===== config.mk =====
export PLATFORM = sky130hd
export DESIGN_NAME = if_stage
export DESIGN_NICKNAME = d
export VERILOG_FILES = /design/src/rtl/if_stage.sv
export SDC_FILE = /design/constraint.sdc
export NUM_CORES = 1
export LEC_CHECK = 0
export BUFFER_PORTS_ARGS = -buffer_cell sky130_fd_sc_hd__clkbuf_2
export CELL_PAD_IN_SITES_DETAIL_PLACEMENT = 1
export CELL_PAD_IN_SITES_GLOBAL_PLACEMENT = 2
export CORE_ASPECT_RATIO = 0.5
export CORE_MARGIN = 2
export CORE_UTILIZATION = 42
export DETAILED_ROUTE_END_ITERATION = 8
export PLACE_DENSITY_LB_ADDON = 0.05
export SLEW_MARGIN = 40
export SYNTH_ARGS = -nofsm -noshare
export SYNTH_HDL_FRONTEND = slang
export SYNTH_SLANG_ARGS = --single-unit
export TNS_END_PERCENT = 50

===== constraint.sdc =====
create_clock -name clk -period 7.9 [get_ports clk]
set_input_delay 0.395 -clock clk [delete_from_list [all_inputs] [get_ports clk]]
set_output_delay 0.395 -clock clk [all_outputs]
set_load 0.03 [all_outputs]

===== src/rtl/if_stage.sv =====
// rtl/if_stage.sv - instruction fetch stage: PC, credit-limited imem requests, fetch buffer toward id_stage.
module if_stage #(
  parameter int                    DATA_WIDTH  = 32,
  parameter int                    INSTR_WIDTH = 32,
  parameter logic [DATA_WIDTH-1:0] RESET_PC    = '0,
  parameter int                    FIFO_DEPTH  = 2
) (
  input  logic                   clk,
  input  logic                   rst,
  input  logic                   redirect_i,
  input  logic [DATA_WIDTH-1:0]  redirect_pc_i,
  output logic                   imem_req_valid_o,
  output logic [DATA_WIDTH-1:0]  imem_req_addr_o,
  input  logic                   imem_req_ready_i,
  input  logic                   imem_rsp_valid_i,
  input  logic [INSTR_WIDTH-1:0] imem_rsp_data_i,
  output logic                   instr_valid_o,
  output logic [INSTR_WIDTH-1:0] instr_o,
  output logic [DATA_WIDTH-1:0]  pc_o,
  input  logic                   id_ready_i
);

  localparam int AW = $clog2(FIFO_DEPTH);
  localparam int CW = AW + 1;

  logic [DATA_WIDTH-1:0]  pc;
  logic [CW-1:0]          outstanding;
  logic [CW-1:0]          drop_cnt;
  logic [CW-1:0]          fifo_count;
  logic [AW-1:0]          fifo_wr;
  logic [AW-1:0]          fifo_rd;
  logic [AW-1:0]          pcq_wr;
  logic [AW-1:0]          pcq_rd;
  logic [INSTR_WIDTH-1:0] instr_mem [FIFO_DEPTH];
  logic [DATA_WIDTH-1:0]  pc_mem    [FIFO_DEPTH];
  logic [DATA_WIDTH-1:0]  pcq_mem   [FIFO_DEPTH];

  logic          fifo_empty;
  logic [CW:0]   credit;
  logic          accept;
  logic          rsp;
  logic          drop;
  logic          push;
  logic          pop;
  logic          unused_pc_bits;

  assign unused_pc_bits = ^redirect_pc_i[1:0];

  // Outstanding requests plus buffered entries never exceed the buffer size,
  // so every accepted request is guaranteed a slot when it returns.
  assign fifo_empty       = (fifo_count == '0);
  assign credit           = {1'b0, outstanding} + {1'b0, fifo_count};
  assign imem_req_valid_o = rst && !redirect_i && (credit < (CW+1)'(FIFO_DEPTH));
  assign imem_req_addr_o  = pc;
  assign accept           = imem_req_valid_o && imem_req_ready_i;

  // A response with nothing outstanding is a protocol error and is ignored.
  assign rsp  = imem_rsp_valid_i && (outstanding != '0);
  assign drop = rsp && (drop_cnt != '0);
  assign push = rsp && !drop && !redirect_i;
  assign pop  = !fifo_empty && id_ready_i && !redirect_i;

  assign instr_valid_o = !fifo_empty;
  assign instr_o       = fifo_empty ? '0 : instr_mem[fifo_rd];
  assign pc_o          = fifo_empty ? '0 : pc_mem[fifo_rd];

  always_ff @(posedge clk or negedge rst) begin
    if (!rst) begin
      pc          <= RESET_PC;
      outstanding <= '0;
      drop_cnt    <= '0;
      fifo_count  <= '0;
      fifo_wr     <= '0;
      fifo_rd     <= '0;
      pcq_wr      <= '0;
      pcq_rd      <= '0;
    end else begin
      outstanding <= outstanding + CW'(accept) - CW'(rsp);
      if (redirect_i) begin
        pc         <= {redirect_pc_i[DATA_WIDTH-1:2], 2'b00};
        drop_cnt   <= outstanding - CW'(rsp);
        fifo_count <= '0;
        fifo_wr    <= '0;
        fifo_rd    <= '0;
        pcq_wr     <= '0;
        pcq_rd     <= '0;
      end else begin
        if (accept) begin
          pc     <= pc + DATA_WIDTH'(4);
          pcq_wr <= pcq_wr + AW'(1);
        end
        if (drop) begin
          drop_cnt <= drop_cnt - CW'(1);
        end
        if (push) begin
          fifo_wr <= fifo_wr + AW'(1);
          pcq_rd  <= pcq_rd + AW'(1);
        end
        if (pop) begin
          fifo_rd <= fifo_rd + AW'(1);
        end
        fifo_count <= fifo_count + CW'(push) - CW'(pop);
      end
    end
  end

  // Storage arrays need no reset: occupancy is tracked by the counters above.
  always_ff @(posedge clk) begin
    if (accept) begin
      pcq_mem[pcq_wr] <= pc;
    end
    if (push) begin
      instr_mem[fifo_wr] <= imem_rsp_data_i;
      pc_mem[fifo_wr]    <= pcq_mem[pcq_rd];
    end
  end

  rsp_has_request_a: assert property (@(posedge clk) disable iff (!rst)
    imem_rsp_valid_i |-> (outstanding != '0));

endmodule


Word level (Yosys, flattened, before mapping). Memories as Yosys holds them, arrays and structs flattened. Cells that the tools add are included.

$add $sub $neg: 12. Magnitude comparators: 1. Multiplexer cells: 19. Reductions and logical operators: 19.

Operators with widths (count): 32-bit two-way mux (4); 32-bit by 3-bit adder with 32-bit output (second input constant) (1); 1-bit two-way mux (12); 2-bit nonzero test (6); 1-bit logical AND (9); 2-bit two-way mux (3); 2-bit by 1-bit subtractor with 2-bit output (3); 1-bit adder (second input constant) (4); 2-bit by 1-bit adder with 2-bit output (2); 2-bit by 2-bit adder with 3-bit output (1); 1-bit logical NOT (3); 3-bit by 2-bit < comparator with 1-bit output (second input constant) (1); 2-bit logical NOT (1); 2-bit by 1-bit subtractor with 2-bit output (second input constant) (1).

Flip-flop bits (word level): 42. Memory bits (writable): 192. Bits of input ports: 70. Output and inout port bits: 98. Logic and storage cells: 62. Memories: 3.

Memories: instr_mem (depth 2, width 32, rd ports 1, clocked after memory_dff 0, write ports 1, line 34) `logic [INSTR_WIDTH-1:0] instr_mem [FIFO_DEPTH];`; pc_mem (depth 2, width 32, rd ports 1, clocked after memory_dff 0, write ports 1, line 35) `logic [DATA_WIDTH-1:0] pc_mem [FIFO_DEPTH];`; pcq_mem (depth 2, width 32, rd ports 1, clocked after memory_dff 0, write ports 1, line 36) `logic [DATA_WIDTH-1:0] pcq_mem [FIFO_DEPTH];`.

Longest topological paths before layout.
Word-level depth: 9. Depth in mapped cells: 11. Depth with buffers taken out: 9.

Least setup slack after synthesis. No wires, ideal clock.

Kind: register to register. From: register outstanding[1]. To: memory instr_mem[0][0], enable pin. Setup time: 482 ps. Data arrival time: 3423 ps. Required time: 7418 ps. Slack: 3995 ps. Cell stages (with the launch flop): 5. Path buffers: 0. Period minus slack after synthesis: 3905 ps. Path through: dfrtp_1 > o21ai_0 > inv_1 > nand3_1 > nor2_1.

Longest elaborated chain between the ends: 8.

Ends and longest elaborated chain: start: declaration (line 27) `logic [CW-1:0] outstanding;`; start signal: assignment (line 78) `outstanding <= outstanding + CW'(accept) - CW'(rsp);`; 2-bit nonzero test * (line 58) `assign rsp = imem_rsp_valid_i && (outstanding != '0);`; 1-bit logical AND * (line 58); 1-bit logical AND (line 59) `assign drop = rsp && (drop_cnt != '0);`; 1-bit logical NOT (line 60) `assign push = rsp && !drop && !redirect_i;`; 1-bit logical AND * (2 in series) (line 60); 1-bit two-way mux * (line 112) `if (push) begin`; 1-bit two-way mux (implied by the code) * (line 113) `instr_mem[fifo_wr] <= imem_rsp_data_i;`; end: declaration (line 34).

Every way passes the cells marked *; elsewhere a longest branch is shown, timed or not.

Final worst setup path.
From: register fifo_count[0]. To: register pc[24] (netlist: imem_req_addr_o[24]).

Longest elaborated chain between the ends: 5.

Ends and longest elaborated chain: start: declaration (line 29) `logic [CW-1:0] fifo_count;`; start signal: assignment (line 102) `fifo_count <= fifo_count + CW'(push) - CW'(pop);`; 2-bit by 2-bit adder with 3-bit output (line 52) `assign credit = {1'b0, outstanding} + {1'b0, fifo_count};`; 3-bit by 2-bit < comparator with 1-bit output (line 53) `assign imem_req_valid_o = rst && !redirect_i && (credit < (CW+1)'(FIFO_DEPTH));`; 1-bit logical AND (line 53); 1-bit logical AND (line 55) `assign accept = imem_req_valid_o && imem_req_ready_i;`; 2-bit nonzero test (no source line); end signal: assignment (line 80) `pc <= {redirect_pc_i[DATA_WIDTH-1:2], 2'b00};`; end signal: assignment (line 89) `pc <= pc + DATA_WIDTH'(4);`; end: declaration (line 26) `logic [DATA_WIDTH-1:0] pc;`.

Every way passes these cells. A chain may end at the register's enable or synchronous reset.

==> metrics.md <==
| Metric | Value |
|---|---|
| GR Overflow Total | 0 |
| Reg2reg end | imem_req_addr_o[24] |
| Area grow syn2layout | 20.4% |
| GR Util All Layers | 18.7% |
| R2r startpoint | fifo_count[0] |
| #FFs+latches synth | 224 |
| Psw | 928 uW |
| Final Skew | 0.00719 ns |
| Slowest-stage cell, CP | or4_1 |
| Avg WL per Cell | approximately 20 um |
| RSZ-0062 raised after global routing | no |
| CTS sink count | between 200 and 250 |
| Dpl cells | roughly 1100 |
| Clock power frac | between 30% and 40% |
| Share of the synthesized area in the top cell type | between 50% and 60% |
| Post-synthesis simple-gate area fraction | roughly a tenth |
| Arr. time, crit path | 3.37 ns |
| CP startpoint | fifo_count[0] |
| Crit end category | register |
| TritonCTS clock tree | built |
| Synth area leader | edfxtp_1 |
| Crit start category | register |
| Fillers | 2209 |
| Slew HR | 45.1% |
| Post-layout util | 51.4% |
| Share of cells above drive strength 1 | between 20 and 30% |
| Internal Power | roughly 2.2 mW |
| Clk_lat worst skew | 0.50 ns |
| Number of distinct library cells after synthesis | 42 |
| Number of enable flip-flop cells after synthesis | ~180 |
| Via Count | 5753 |
| Hold slack final | 0.0805 ns |
| Die height | 109 um |
| Starting Density | 42.7% |
| Total core area | 0.0216 mm^2 |
| Max frequency | 0.338 GHz |
| Vias in the first global route | about 5700 |
| Num CTS Buffers | 21 |
| WHS Endpoint | instr_mem[0][31] |
| Final HPWL DP | 13900 um |
| Die X | 214 um |
| Root Driver | clkbuf_16 |
| Final-report hold violation count | 0 |
| Bufs and invs on worst path | 1 |
| Final #Nets | 872 |
| Hold path depth | 1 |
| Sequential power share | between 40% and 50% |
| CP peak stage delay | 0.57 ns |
| Post-route non-filler standard cell count | 1109 |
| Max Slew Vio Count | 0 |
| Post-synth top flop | edfxtp_1 |
| DRC viols | 0 |
| DRT iter0 DRCs | 279 |
| Rows | 38 |
| Largest net degree at the start of global routing | 64 |
| Worst hold start | imem_rsp_data_i[31] |
| FF-to-FF path depth | 7 |
| Seq/Total Area, Yosys | a little over two thirds |
| Antenna-violating nets left | 0 |
| P_leak | a little over 4 nW |
| RePlAce Congestion | ~0.74 |
| First-pass GRT wire length | 32900 um |
| Sw Ratio | 29.5% |
| Crit-path cells | and2_1 -> fa_1 -> nor4bb_2 -> buf_4 -> nand4_1 -> or4_1 -> a31oi_1 |
| Initial antenna violation count | 0 |
| Port Buffers | roughly 160 |
| Placed Area | 0.0104 mm^2 |
| Mapped Area | slightly above 0.009 mm^2 |
| Setup CP Type | reg2reg |
| Largest buffer count on any clock path | 3 |
| Antenna cells | 0 |
| Die area | 0.0232 mm^2 |
| Syn Area/Cell | 14.6 um^2 |
| Hold crit path type | in2reg |
| Complex-gate fraction of the synthesized area | 3.38% |
| Endpoints failing setup | 0 |
| Crit-path leading delay family | simple AND/OR/NAND/NOR gates |
| Mux contribution to synthesized area | 10.6% |
| Ports | roughly 170 |
| Post-Synth XOR/XNOR Area | 1.90% |
| Post-CTS setup buffer count | 0 |
| Post-synthesis adder-cell area fraction | 1.17% |
| Final worst-path cycle share | between 30% and 40% |
| DR vias/cell | 5.19 |
| Power per cell area | 284 mW/mm^2 |
| Largest cells by area after synthesis | edfxtp_1, dfrtp_1, mux2i_1 |
| Post-Route WL | 21700 um |
| Status | finished, final reports clean |
| Synth warn | 0 |
| Comb power frac | 20.1% |
| Slew @ Worst Pin | 0.823 ns |
| CP Depth | 7 |
| Crit-path max FO | 17 |
| Setup TNS | 0 ns |
| Maxcap violations | 0 |
| H-tree depth | 1 |
| Post-route cell area | roughly 0.011 mm^2 |
| Syn Inst Count | 632 |
| Clock slew at reported path FFs | 0.07 ns |
| Largest family of logic cells by synthesized area | multiplexers |
| Post-synth ARST share | 17.9% |
| R2r setup slk | 4.95 ns |
| Maximum VDD drop | 0.000186 V |
| Min Tclk post-route | 2.95 ns |
| Pre-Repair DR Iteration Count | 5 |
| CP required | 8.32 ns |
-- metrics by stage --
| stage | total power [mW] | worst slack, ns |
|---|---|---|
| floorplan | 1.91 | 4.00 |
| global placement | 2.11 | 4.56 |
| detailed placement | 2.12 | 4.93 |
| CTS | 3.18 | 4.92 |
| global route | 3.29 | 4.69 |
| finish | 3.15 | 4.95 |
-- sequential cells by signal, summed over array words and instances, names as in the netlist, 2 cells and up --
name,flops
pc_mem,60
pcq_mem,60
fifo_count,2
outstanding,2
drop_cnt,2
instr_mem,64
imem_req_addr_o,30
-- cell usage after synthesis (2+ instances only) --
cell type,instances
buf_4,4
o21ai_0,17
clkbuf_1,24
nor4_1,3
o31a_1,2
xnor2_1,11
nand2_1,28
or3_1,4
nor2b_1,2
nor2_1,86
edfxtp_1,184
and3_1,5
nor3_1,2
o31ai_1,10
nor4b_1,2
or4_1,16
xor2_1,9
dfrtp_1,40
nand3_1,17
ha_1,7
mux2i_1,64
and4_1,4
nand4_1,11
inv_1,10
and2_1,3
buf_1,7
o211ai_1,4
a31oi_1,13
mux2_2,30
-- kinds of logic after synthesis --
kind of cell | Yosys count
buf+inv | 47
compound gates | 49
mux | 94
fa+ha+maj | 8
xor+xnor | 20
other cells | 1
simple gates | 189
flops | 224
-- layout by cell type, fill, tap and decap left out, drive strengths merged, types with 2 or more instances in the layout --
cell type  Yosys  routed
or4           16      16
and2           3       3
edfxtp       184     184
o21ai         17      17
o31ai         10      10
nor3           2       2
nand4         11      11
conb           1       4
or3            4       4
xor2           9       9
nor4           3       3
and4           5       5
nor4b          2       2
nand3         18      18
clkinv         1       7
ha             7       7
o211ai         4       4
o31a           2       2
dfrtp         40      40
and3           5       5
buf           12      10
xnor2         11      11
mux2i         64      64
nor2          86      86
inv           10      11
nor2b          2       2
mux2          30      30
nand2         28      28
bufinv         0       4
clkbuf        24     187
a31oi         13      13
-- routing by layer --
layer  wire (um)  up-vias  track usage, %
met5           0        -               0
met2        9290      139            27.9
met4         289        0            4.22
li1            -     2679               -
met3        1120       22            3.40
met1       11000     2913            28.3
-- layout make-up --
class	count	area (um^2)	area share, %
timing repair buffer	172	902	8.13
tap	300	375	3.38
multi-input combinational	364	2540	22.9
sequential	224	6530	58.8
inverter	11	42.5	0.383
clock buffer	26	544	4.90
clock inverter	12	159	1.43
-- worst max path at each step --
stage | to | slack [ns]
global route | imem_req_addr_o[24] | 4.69
detailed placement | imem_req_addr_o[24] | 4.93
floorplan | instr_mem[0][0] | 4.00
CTS | imem_req_addr_o[24] | 4.92
finish | imem_req_addr_o[24] | 4.95
global placement | fifo_count[0] | 4.56
-- power by group through the flow --
| stage | registers (mW) | logic (mW) | clock network (mW) |
|---|---|---|---|
| finish | 1.46 | 0.633 | 1.06 |
| global placement | 1.48 | 0.629 | 0 |
| global route | 1.47 | 0.691 | 1.13 |
| CTS | 1.46 | 0.644 | 1.08 |
| floorplan | 1.49 | 0.419 | 0 |
| detailed placement | 1.48 | 0.641 | 0 |
-- repair_timing --
| action | CTS | global route |
|---|---|---|
| gates resized for setup | 0 | 0 |
| hold buffers | 1 | 0 |
| hold endpoints to repair | 40 | 0 |
Note: power is estimated with default switching activity, not from simulation.
